### src/rtl/rgbw_frame_ctrl.sv
// RGBW frame receiver. It takes bytes from an SPI receiver whose byte-ready
// level is not aligned to ce, and parses frames of the form
// SYNC, 7 payload bytes, XOR checksum. The output fields change only on a
// successful commit, so downstream logic never sees a partial frame.
//
// Handshake: rx_rdy is a level from the SPI receiver. Each rising edge seen
// through the synchronizer is one byte, and rx_byte must be stable while
// rx_rdy is high. There is no back-pressure. Downstream sees a one-enabled-cycle
// frame_ok or frame_err pulse and never both at once.
module rgbw_frame_ctrl #(
  parameter logic [7:0]  SYNC_BYTE   = 8'h55,
  parameter logic [15:0] TIMEOUT_CYC = 16'd1000
) (
  input  logic       clk,
  input  logic       reset,
  input  logic       ce,
  input  logic [7:0] rx_byte,
  input  logic       rx_rdy,
  output logic [7:0] lint,
  output logic [7:0] color_idx,
  output logic [7:0] red,
  output logic [7:0] green,
  output logic [7:0] blue,
  output logic [7:0] white,
  output logic [7:0] mode,
  output logic       frame_ok,
  output logic       frame_err,
  output logic       busy,
  output logic [1:0] state_dbg
);

  typedef enum logic [1:0] {
    IDLE    = 2'd0,
    PAYLOAD = 2'd1,
    CHECK   = 2'd2,
    COMMIT  = 2'd3
  } state_t;

  state_t      state_q, state_d;
  logic        sync1_q, sync1_d;
  logic        sync2_q, sync2_d;
  logic [2:0]  idx_q, idx_d;
  logic [7:0]  acc_q, acc_d;
  logic [15:0] timer_q, timer_d;
  logic [7:0]  shadow_q [7];
  logic [7:0]  shadow_d [7];
  logic [7:0]  out_q [7];
  logic [7:0]  out_d [7];
  logic        ok_q, ok_d;
  logic        err_q, err_d;
  logic        pend_vld_q, pend_vld_d;
  logic [7:0]  pend_byte_q, pend_byte_d;

  logic        byte_ev;
  logic        idle_vld;
  logic [7:0]  idle_byte;
  logic [16:0] timer_inc;
  logic        timed_out;

  // Next-state, datapath and pulse logic; evaluated only when ce is high.
  always_comb begin
    state_d     = state_q;
    sync1_d     = rx_rdy;
    sync2_d     = sync1_q;
    idx_d       = idx_q;
    acc_d       = acc_q;
    timer_d     = timer_q;
    shadow_d    = shadow_q;
    out_d       = out_q;
    ok_d        = 1'b0;
    err_d       = 1'b0;
    pend_vld_d  = 1'b0;
    pend_byte_d = pend_byte_q;

    byte_ev   = sync1_q & ~sync2_q;
    // A byte held over from COMMIT takes precedence. The synchronizer
    // spaces byte events at least two enabled cycles apart, so a held
    // byte and a fresh one cannot meet in the same cycle.
    idle_vld  = pend_vld_q | byte_ev;
    idle_byte = pend_vld_q ? pend_byte_q : rx_byte;
    timer_inc = {1'b0, timer_q} + 17'd1;
    timed_out = (timer_inc == {1'b0, TIMEOUT_CYC});

    case (state_q)
      IDLE: begin
        timer_d = 16'd0;
        if (idle_vld && (idle_byte == SYNC_BYTE)) begin
          state_d = PAYLOAD;
          idx_d   = 3'd0;
          acc_d   = 8'h00;
        end
      end

      PAYLOAD: begin
        if (byte_ev) begin
          timer_d          = 16'd0;
          shadow_d[idx_q]  = rx_byte;
          acc_d            = acc_q ^ rx_byte;
          idx_d            = idx_q + 3'd1;
          if (idx_q == 3'd6) begin
            state_d = CHECK;
          end
        end else if (timed_out) begin
          timer_d  = 16'd0;
          err_d    = 1'b1;
          state_d  = IDLE;
          for (int i = 0; i < 7; i++) shadow_d[i] = 8'h00;
        end else begin
          timer_d = timer_inc[15:0];
        end
      end

      CHECK: begin
        if (byte_ev) begin
          timer_d = 16'd0;
          if (rx_byte == acc_q) begin
            state_d = COMMIT;
          end else begin
            err_d   = 1'b1;
            state_d = IDLE;
          end
        end else if (timed_out) begin
          timer_d  = 16'd0;
          err_d    = 1'b1;
          state_d  = IDLE;
          for (int i = 0; i < 7; i++) shadow_d[i] = 8'h00;
        end else begin
          timer_d = timer_inc[15:0];
        end
      end

      COMMIT: begin
        timer_d = 16'd0;
        out_d   = shadow_q;
        ok_d    = 1'b1;
        state_d = IDLE;
        if (byte_ev) begin
          pend_vld_d  = 1'b1;
          pend_byte_d = rx_byte;
        end
      end

      default: begin
        state_d = IDLE;
      end
    endcase
  end

  // State registers: synchronous active-low reset wins over ce; otherwise update only on enabled edges.
  always_ff @(posedge clk) begin
    if (!reset) begin
      state_q     <= IDLE;
      sync1_q     <= 1'b0;
      sync2_q     <= 1'b0;
      idx_q       <= 3'd0;
      acc_q       <= 8'h00;
      timer_q     <= 16'd0;
      ok_q        <= 1'b0;
      err_q       <= 1'b0;
      pend_vld_q  <= 1'b0;
      pend_byte_q <= 8'h00;
      for (int i = 0; i < 7; i++) begin
        shadow_q[i] <= 8'h00;
        out_q[i]    <= 8'h00;
      end
    end else if (ce) begin
      state_q     <= state_d;
      sync1_q     <= sync1_d;
      sync2_q     <= sync2_d;
      idx_q       <= idx_d;
      acc_q       <= acc_d;
      timer_q     <= timer_d;
      ok_q        <= ok_d;
      err_q       <= err_d;
      pend_vld_q  <= pend_vld_d;
      pend_byte_q <= pend_byte_d;
      shadow_q    <= shadow_d;
      out_q       <= out_d;
    end
  end

  assign lint      = out_q[0];
  assign color_idx = out_q[1];
  assign red       = out_q[2];
  assign green     = out_q[3];
  assign blue      = out_q[4];
  assign white     = out_q[5];
  assign mode      = out_q[6];
  assign frame_ok  = ok_q;
  assign frame_err = err_q;
  assign busy      = (state_q == PAYLOAD) || (state_q == CHECK);
  assign state_dbg = state_q;

endmodule
### config.mk
export PLATFORM = sky130hd
export DESIGN_NAME = rgbw_frame_ctrl
export DESIGN_NICKNAME = d
export VERILOG_FILES = /design/src/rtl/rgbw_frame_ctrl.sv
export SDC_FILE = /design/constraint.sdc
export NUM_CORES = 1
export LEC_CHECK = 0
export BUFFER_PORTS_ARGS = -buffer_cell sky130_fd_sc_hd__buf_2
export CAP_MARGIN = 5
export CORE_MARGIN = 2
export CORE_UTILIZATION = 54
export CTS_CLUSTER_SIZE = 10
export DETAILED_ROUTE_END_ITERATION = 6
export PLACE_DENSITY = 0.75
export SLEW_MARGIN = 10
export SYNTH_ARGS = -nofsm -noshare
export SYNTH_HDL_FRONTEND = slang
export SYNTH_SLANG_ARGS = --single-unit
### constraint.sdc
create_clock -name clk -period 3.4 [get_ports clk]
set_input_delay 0.68 -clock clk [delete_from_list [all_inputs] [get_ports clk]]
set_output_delay 0.68 -clock clk [all_outputs]
set_load 0.05 [all_outputs]
# Word-level counts from Yosys, hierarchy flattened
# Index checks and enable logic that the tools add are counted.
[classes]
addsub = 2
n_eq_ne = 11
n_lt_le_gt_ge = 2
bitwise_logic = 5
n_mux = 32
reduce_logical = 13
[op_table]
columns = ["op", "n"]
rows = [
  ["$mux W56", 3],
  ["$pmux W56 S2", 1],
  ["$bwmux W56", 1],
  ["$mux W16", 2],
  ["$mux W8", 4],
  ["$pmux W16 S2", 1],
  ["$demux W8 S3", 1],
  ["$add A16 B1 Y17 const B", 1],
  ["$eq A17 B10 Y1 const B", 1],
  ["$pmux W8 S2", 1],
  ["$mux W2", 6],
  ["$reduce_and A3 Y1", 3],
  ["$eq A8 B7 Y1 const B", 1],
  ["$eq A8 B8 Y1", 1],
  ["$pmux W2 S4", 1],
  ["$xor A8 B8 Y8", 1],
  ["$mux W1", 7],
  ["$mux W3", 2],
  ["$ne A2 B2 Y1 const B", 3],
  ["$pmux W3 S2", 1],
  ["$eq A2 B2 Y1 const B", 2],
  ["$ge A4 B4 Y1 const B", 1],
  ["$lt A4 B1 Y1 const B", 1],
  ["$not A3 Y4", 1],
  ["other kinds (15)", 18],
]
[word_totals]
regBits = 154
inputBits = 12
word_cells = 89
out_inout_bits = 61

# Depth between registers and ports, before layout
[depth]
ltp_word = 8
mapped_depth = 9
mapped_depth_nobuf = 8

# Least setup slack after synthesis
# Ideal clock, no wire load.
[synth_timing]
path_kind = "reg2reg"
startpoint = "register state_q[0], in the netlist state_dbg[0]"
endpoint = "register timer_q[1]"
setup_slack_ns = 0.896
t_arrival_ns = 2.434
synth_period_minus_slack_ns = 2.504
setup_ns = 0.070
required_time_ns = 3.330
path_buffers = 2
stages_incl_launch_ff = 8
cell_sequence = "dfxtp_1 inv_1 ha_1 and3_1 clkbuf_1 clkbuf_1 o211ai_1 a21oi_1"
[synth_via]
elab_chain_cells = 3
word_cells_on_any_way = 7
cone_classes = "3 x eq/ne; 1 x mux; 3 x reduce/logical"
[synth_lines]
columns = ["element", "line", "rtl"]
rows = [
  ["start: declaration", "39", "state_t state_q, state_d;"],
  ["start signal: assignment", "167", "state_q <= state_d;"],
  ["$eq A2 B2 Y1, or another cell as far along", "84", "case (state_q)"],
  ["$reduce_or A2 Y1 (no line)", "--", ""],
  ["$pmux W16 S2 (*)", "84", ""],
  ["end signal: assignment", "172", "timer_q <= timer_d;"],
  ["end: declaration", "44", "logic [15:0] timer_q, timer_d;"],
]
# Mark *: on every way between the ends. The rest lies on a longest branch, timed or not.
# A chain may end at the register's enable or synchronous reset.

# Final worst setup path
[layout_timing]
startpoint = "register timer_q[0]"
endpoint = "register shadow_q[55] (netlist name)"
[layout_via]
elab_chain_cells = 5
word_cells_on_any_way = 6
cone_classes = "1 x add/sub; 1 x eq/ne; 4 x mux"
[layout_lines]
columns = ["element", "line", "rtl"]
rows = [
  ["$add A16 B1 Y17 (*)", "81", "timer_inc = {1'b0, timer_q} + 17'd1;"],
  ["$eq A17 B10 Y1 (*)", "82", "timed_out = (timer_inc == {1'b0, TIMEOUT_CYC});"],
  ["$mux W56 (*)", "--", ""],
  ["$mux W56, on equally long branches", "--", ""],
  ["$pmux W56 S2 (*)", "--", ""],
  ["end signal: assignment", "177", "shadow_q <= shadow_d;"],
  ["end: declaration", "45", "logic [7:0] shadow_q [7];"],
]
# Mark *: on every way between the ends. The rest lies on a longest branch, timed or not. The select of a mux whose other input is x is not followed.

==> qor.txt <==
=====================================================================================================
Worst reg2reg path startpoint ..........................................................   timer_q[0]
Maximum number of pins on one net before global-route repair ...........................           58
Tot GR Track Use .......................................................................        24.8%
Proportion of layout cells with a drive suffix above 1 .................................        15.8%
Initial Utilization ....................................................................        55.4%
Setup repair after global routing missed its margin ....................................        false
Die Outline Area .......................................................................   0.0126 mm2
Final period demand of the worst path ..................................................      2750 ps
Final Hold Vio Count ...................................................................            0
Final Max Slew Viols ...................................................................            0
Peak per-stage delay on the critical path ..............................................       460 ps
Static power due to leakage ............................................................      2.64 nW
Area growth, synth to finish ...........................................................        16.3%
DRC ....................................................................................            0
Post-DP HPWL ...........................................................................     10000 um
Switching Power ........................................................................   0.000811 W
Total nets after synthesis .............................................................          786
Total wirelength of the detailed-routed design .........................................     15400 um
Port bufs ..............................................................................           72
Ordered list of cells on the worst path ................................................ ha_1 > nand3_2 > or3_1 > a221oi_2 > o2111ai_2 > buf_4 > o21ai_2 > o22ai_1
Compound-Gate Fraction of Synth Area ...................................................        19.0%
Biggest regs ........................................................................... shadow_q x56, timer_q x16
Share of flip-flops with an asynchronous set or reset after synthesis ..................           0%
Share of Yosys cell area claimed by the top area cell type .............................        48.7%
Detailed Route Iter0 Violations ........................................................          461
Combinational share of power ...........................................................         2.5%
Outcome ................................................................................ finished, final reports clean
Fill cell instance count of the final layout ...........................................          979
Placement Rows .........................................................................           39
Post-route non-filler standard cell count ..............................................          979
Final setup viols ......................................................................            0
Syn. warnings ..........................................................................            0
Maximum count of clock buffers along a single path .....................................            2
Mapped Area ............................................................................  0.00633 mm2
Leading cell type by number of instances after synthesis ............................... sky130_fd_sc_hd__nand2_1
Final sum of negative setup slack ......................................................         0 ps
Worst Setup Slack post-DPL .............................................................       331 ps
Internal Dissipation ...................................................................    0.00296 W
Cell taking the most area after synthesis .............................................. sky130_fd_sc_hd__dfxtp_1
Number of buffers added by the clock tree synthesis step ...............................           17
Power density cells ....................................................................   512 mW/mm2
Critical path data required time .......................................................      3700 ps
VDD IR max .............................................................................   0.000419 V
Max-slew headroom at the worst pin .....................................................        36.6%
Initial antenna violation count ........................................................            0
HP Start ...............................................................................      blue[4]
CP startpoint kind .....................................................................    flip-flop
Post-Synthesis Cells ...................................................................          767
Post-CTS resize count ..................................................................            0
Post-Synth XOR/XNOR Area ...............................................................        1.80%
Clock share of power ...................................................................        49.6%
Number of ports placed on the die boundary .............................................           73
CTS H-tree lvls ........................................................................            4
Slowest library cell on the worst path ................................................. sky130_fd_sc_hd__dfxtp_1
Worst reg2reg setup slack ..............................................................       650 ps
Average vias per placed instance .......................................................         5.79
Overflow left after global routing .....................................................            0
Launching element of the worst setup path ..............................................   timer_q[0]
Multiplexer fraction of the synthesized cell area ......................................       0.653%
Post-DR wirelength/cell ................................................................      15.8 um
Combined buffer and inverter count along the critical path .............................            1
EDFF count, synth ......................................................................            0
Diode insertion count for antenna repair ...............................................            0
Detailed-router iteration count before antenna repair ..................................            4
Cells after DPL ........................................................................          947
Sequential Power Share .................................................................        47.9%
Slew @ Worst Pin .......................................................................       948 ps
Type of the setup path with the least slack ............................................      reg2reg
CTS sink count .........................................................................          154
Synth cell types .......................................................................           52
CTS tree ...............................................................................        built
Fin Clk Skew ...........................................................................      13.3 ps
Total via count in the routed design ...................................................         5671
Synth Area per Inst ....................................................................     8.25 um2
First-pass GRT wire length .............................................................     25200 um
Main combinational cell family by area after synthesis ................................. simple AND/OR/NAND/NOR gates
Clock network latency to the later pin of the worst-skew pair ..........................       430 ps
Number of global-route vias before repair ..............................................         5238
Cell type group with the largest total delay on the critical path ...................... compound AO/OA/AOI/OAI gates
Core ar. ...............................................................................   0.0114 mm2
Sequential element share of the synthesized area .......................................        48.7%
Horizontal extent of the die ...........................................................       112 um
CTS hold repair buffers ................................................................            0
Worst hold path type ...................................................................      reg2reg
List of most frequent post-synthesis cells ............................................. sky130_fd_sc_hd__nand2_1, sky130_fd_sc_hd__dfxtp_1, sky130_fd_sc_hd__a21oi_1, sky130_fd_sc_hd__o22ai_1
Clk pin slew, worst setup/hold paths ...................................................        60 ps
Worst setup EP type ....................................................................    flip-flop
Final net count ........................................................................          842
Total power draw .......................................................................    0.00377 W
Root buf cell .......................................................................... sky130_fd_sc_hd__clkbuf_16
Most flops, register ...................................................................     shadow_q
FF+latch count, synth ..................................................................          154
Ratio of final minimum period to clock period ..........................................        80.9%
Max-cap violation count ................................................................            0
Post-synthesis share of cell area spent on full adders, half adders and majority gates .        1.38%
Simple-gate area share of the yosys netlist ............................................        25.0%
Final Wtd Congestion ...................................................................        0.874
Antenna violation net count after detailed routing .....................................            0
Endpoint arrival time on the critical path .............................................      3050 ps
Peak fanout along the critical path ....................................................           14
Most frequently used flop master after synthesis ....................................... sky130_fd_sc_hd__dfxtp_1
Achievable frequency ...................................................................    0.363 GHz
Max reg flops ..........................................................................           56
Top cells by area in the synthesized netlist ........................................... sky130_fd_sc_hd__dfxtp_1, sky130_fd_sc_hd__nand2_1, sky130_fd_sc_hd__a21oi_1
Worst setup margin .....................................................................       649 ps
Post-CTS setup-driven buffer insertion count ...........................................            0
Height of the chip .....................................................................       112 um
Net switching fraction of the power ....................................................        21.5%
=====================================================================================================
==> worst paths after layout <==
check / end / cells after the start
hold reg to reg: blue[4] / 2
hold / removal: blue[4] / 2
setup / recovery: shadow_q[55] / 8
setup reg to reg: shadow_q[55] / 8
==> metal layers <==
layer  wire length [um]  track usage [%]  vias to the layer above
met5                  0                0                        -
met4                227             8.46                        0
met3                828             6.43                       20
met2               7440             40.5                      155
met1               6930             32.1                     2691
li1                   -                -                     2805
==> cell families after synthesis <==
group / Yosys count
multiplexers: 4
XOR/XNOR: 13
AND/OR/NAND/NOR: 340
AO/OA/AOI/OAI: 194
flip-flops: 154
adder cells (fa/ha/maj): 7
buffers and inverters: 55
==> power groups by stage <==
stage	Clock [W]	Combinational, W	Sequential, W
after floorplan	0	0.0000540	0.00185
after global placement	0	0.0000898	0.00185
after detailed placement	0	0.0000918	0.00185
after CTS	0.00189	0.0000924	0.00181
after global routing	0.00197	0.000100	0.00181
final	0.00187	0.0000937	0.00181
==> final cells by class <==
| type | count | area (um2) | share of cell area [%] |
|---|---|---|---|
| Clock inverter | 11 | 118 | 1.60 |
| Multi-Input combinational cell | 558 | 3040 | 41.3 |
| Clock buffer | 21 | 470 | 6.39 |
| Sequential cell | 154 | 3080 | 41.9 |
| Tap cell | 143 | 179 | 2.43 |
| Inverter | 10 | 37.5 | 0.510 |
| Timing Repair Buffer | 82 | 435 | 5.92 |
==> placed cells by master, fill, tap and decap left out, types with 10 or more instances in the layout <==
cell type,netlist,routed
sky130_fd_sc_hd__o211ai_1,11,11
sky130_fd_sc_hd__buf_4,1,10
sky130_fd_sc_hd__nand3_1,13,13
sky130_fd_sc_hd__dfxtp_1,154,154
sky130_fd_sc_hd__o21ai_1,14,14
sky130_fd_sc_hd__a21oi_1,87,87
sky130_fd_sc_hd__clkbuf_16,0,17
sky130_fd_sc_hd__buf_2,1,72
sky130_fd_sc_hd__nand3b_1,17,17
sky130_fd_sc_hd__nand4b_1,12,12
sky130_fd_sc_hd__nand2_1,209,208
sky130_fd_sc_hd__o22ai_1,58,58
sky130_fd_sc_hd__nand4_1,10,10
sky130_fd_sc_hd__nor2_1,35,35
==> metrics by stage <==
stage	cell area, um2	utilization [%]	hold slack [ps]
5_1_grt	7360	64.4	468
3_5_place_dp	6770	59.3	444
2_1_floorplan	6330	-	431
6_report	7360	64.4	452
4_1_cts	7360	64.4	453
3_3_place_gp	6770	59.3	438
==> worst register-to-register path, cell delays in order, from the launching register on <==
cell,delay [ps]
sky130_fd_sc_hd__dfxtp_1,460
sky130_fd_sc_hd__ha_1,360
sky130_fd_sc_hd__nand3_2,180
sky130_fd_sc_hd__or3_1,380
sky130_fd_sc_hd__a221oi_2,330
sky130_fd_sc_hd__o2111ai_2,150
sky130_fd_sc_hd__buf_4,240
sky130_fd_sc_hd__o21ai_2,360
sky130_fd_sc_hd__o22ai_1,150
No activity file was read; power rests on OpenSTA's default activity.
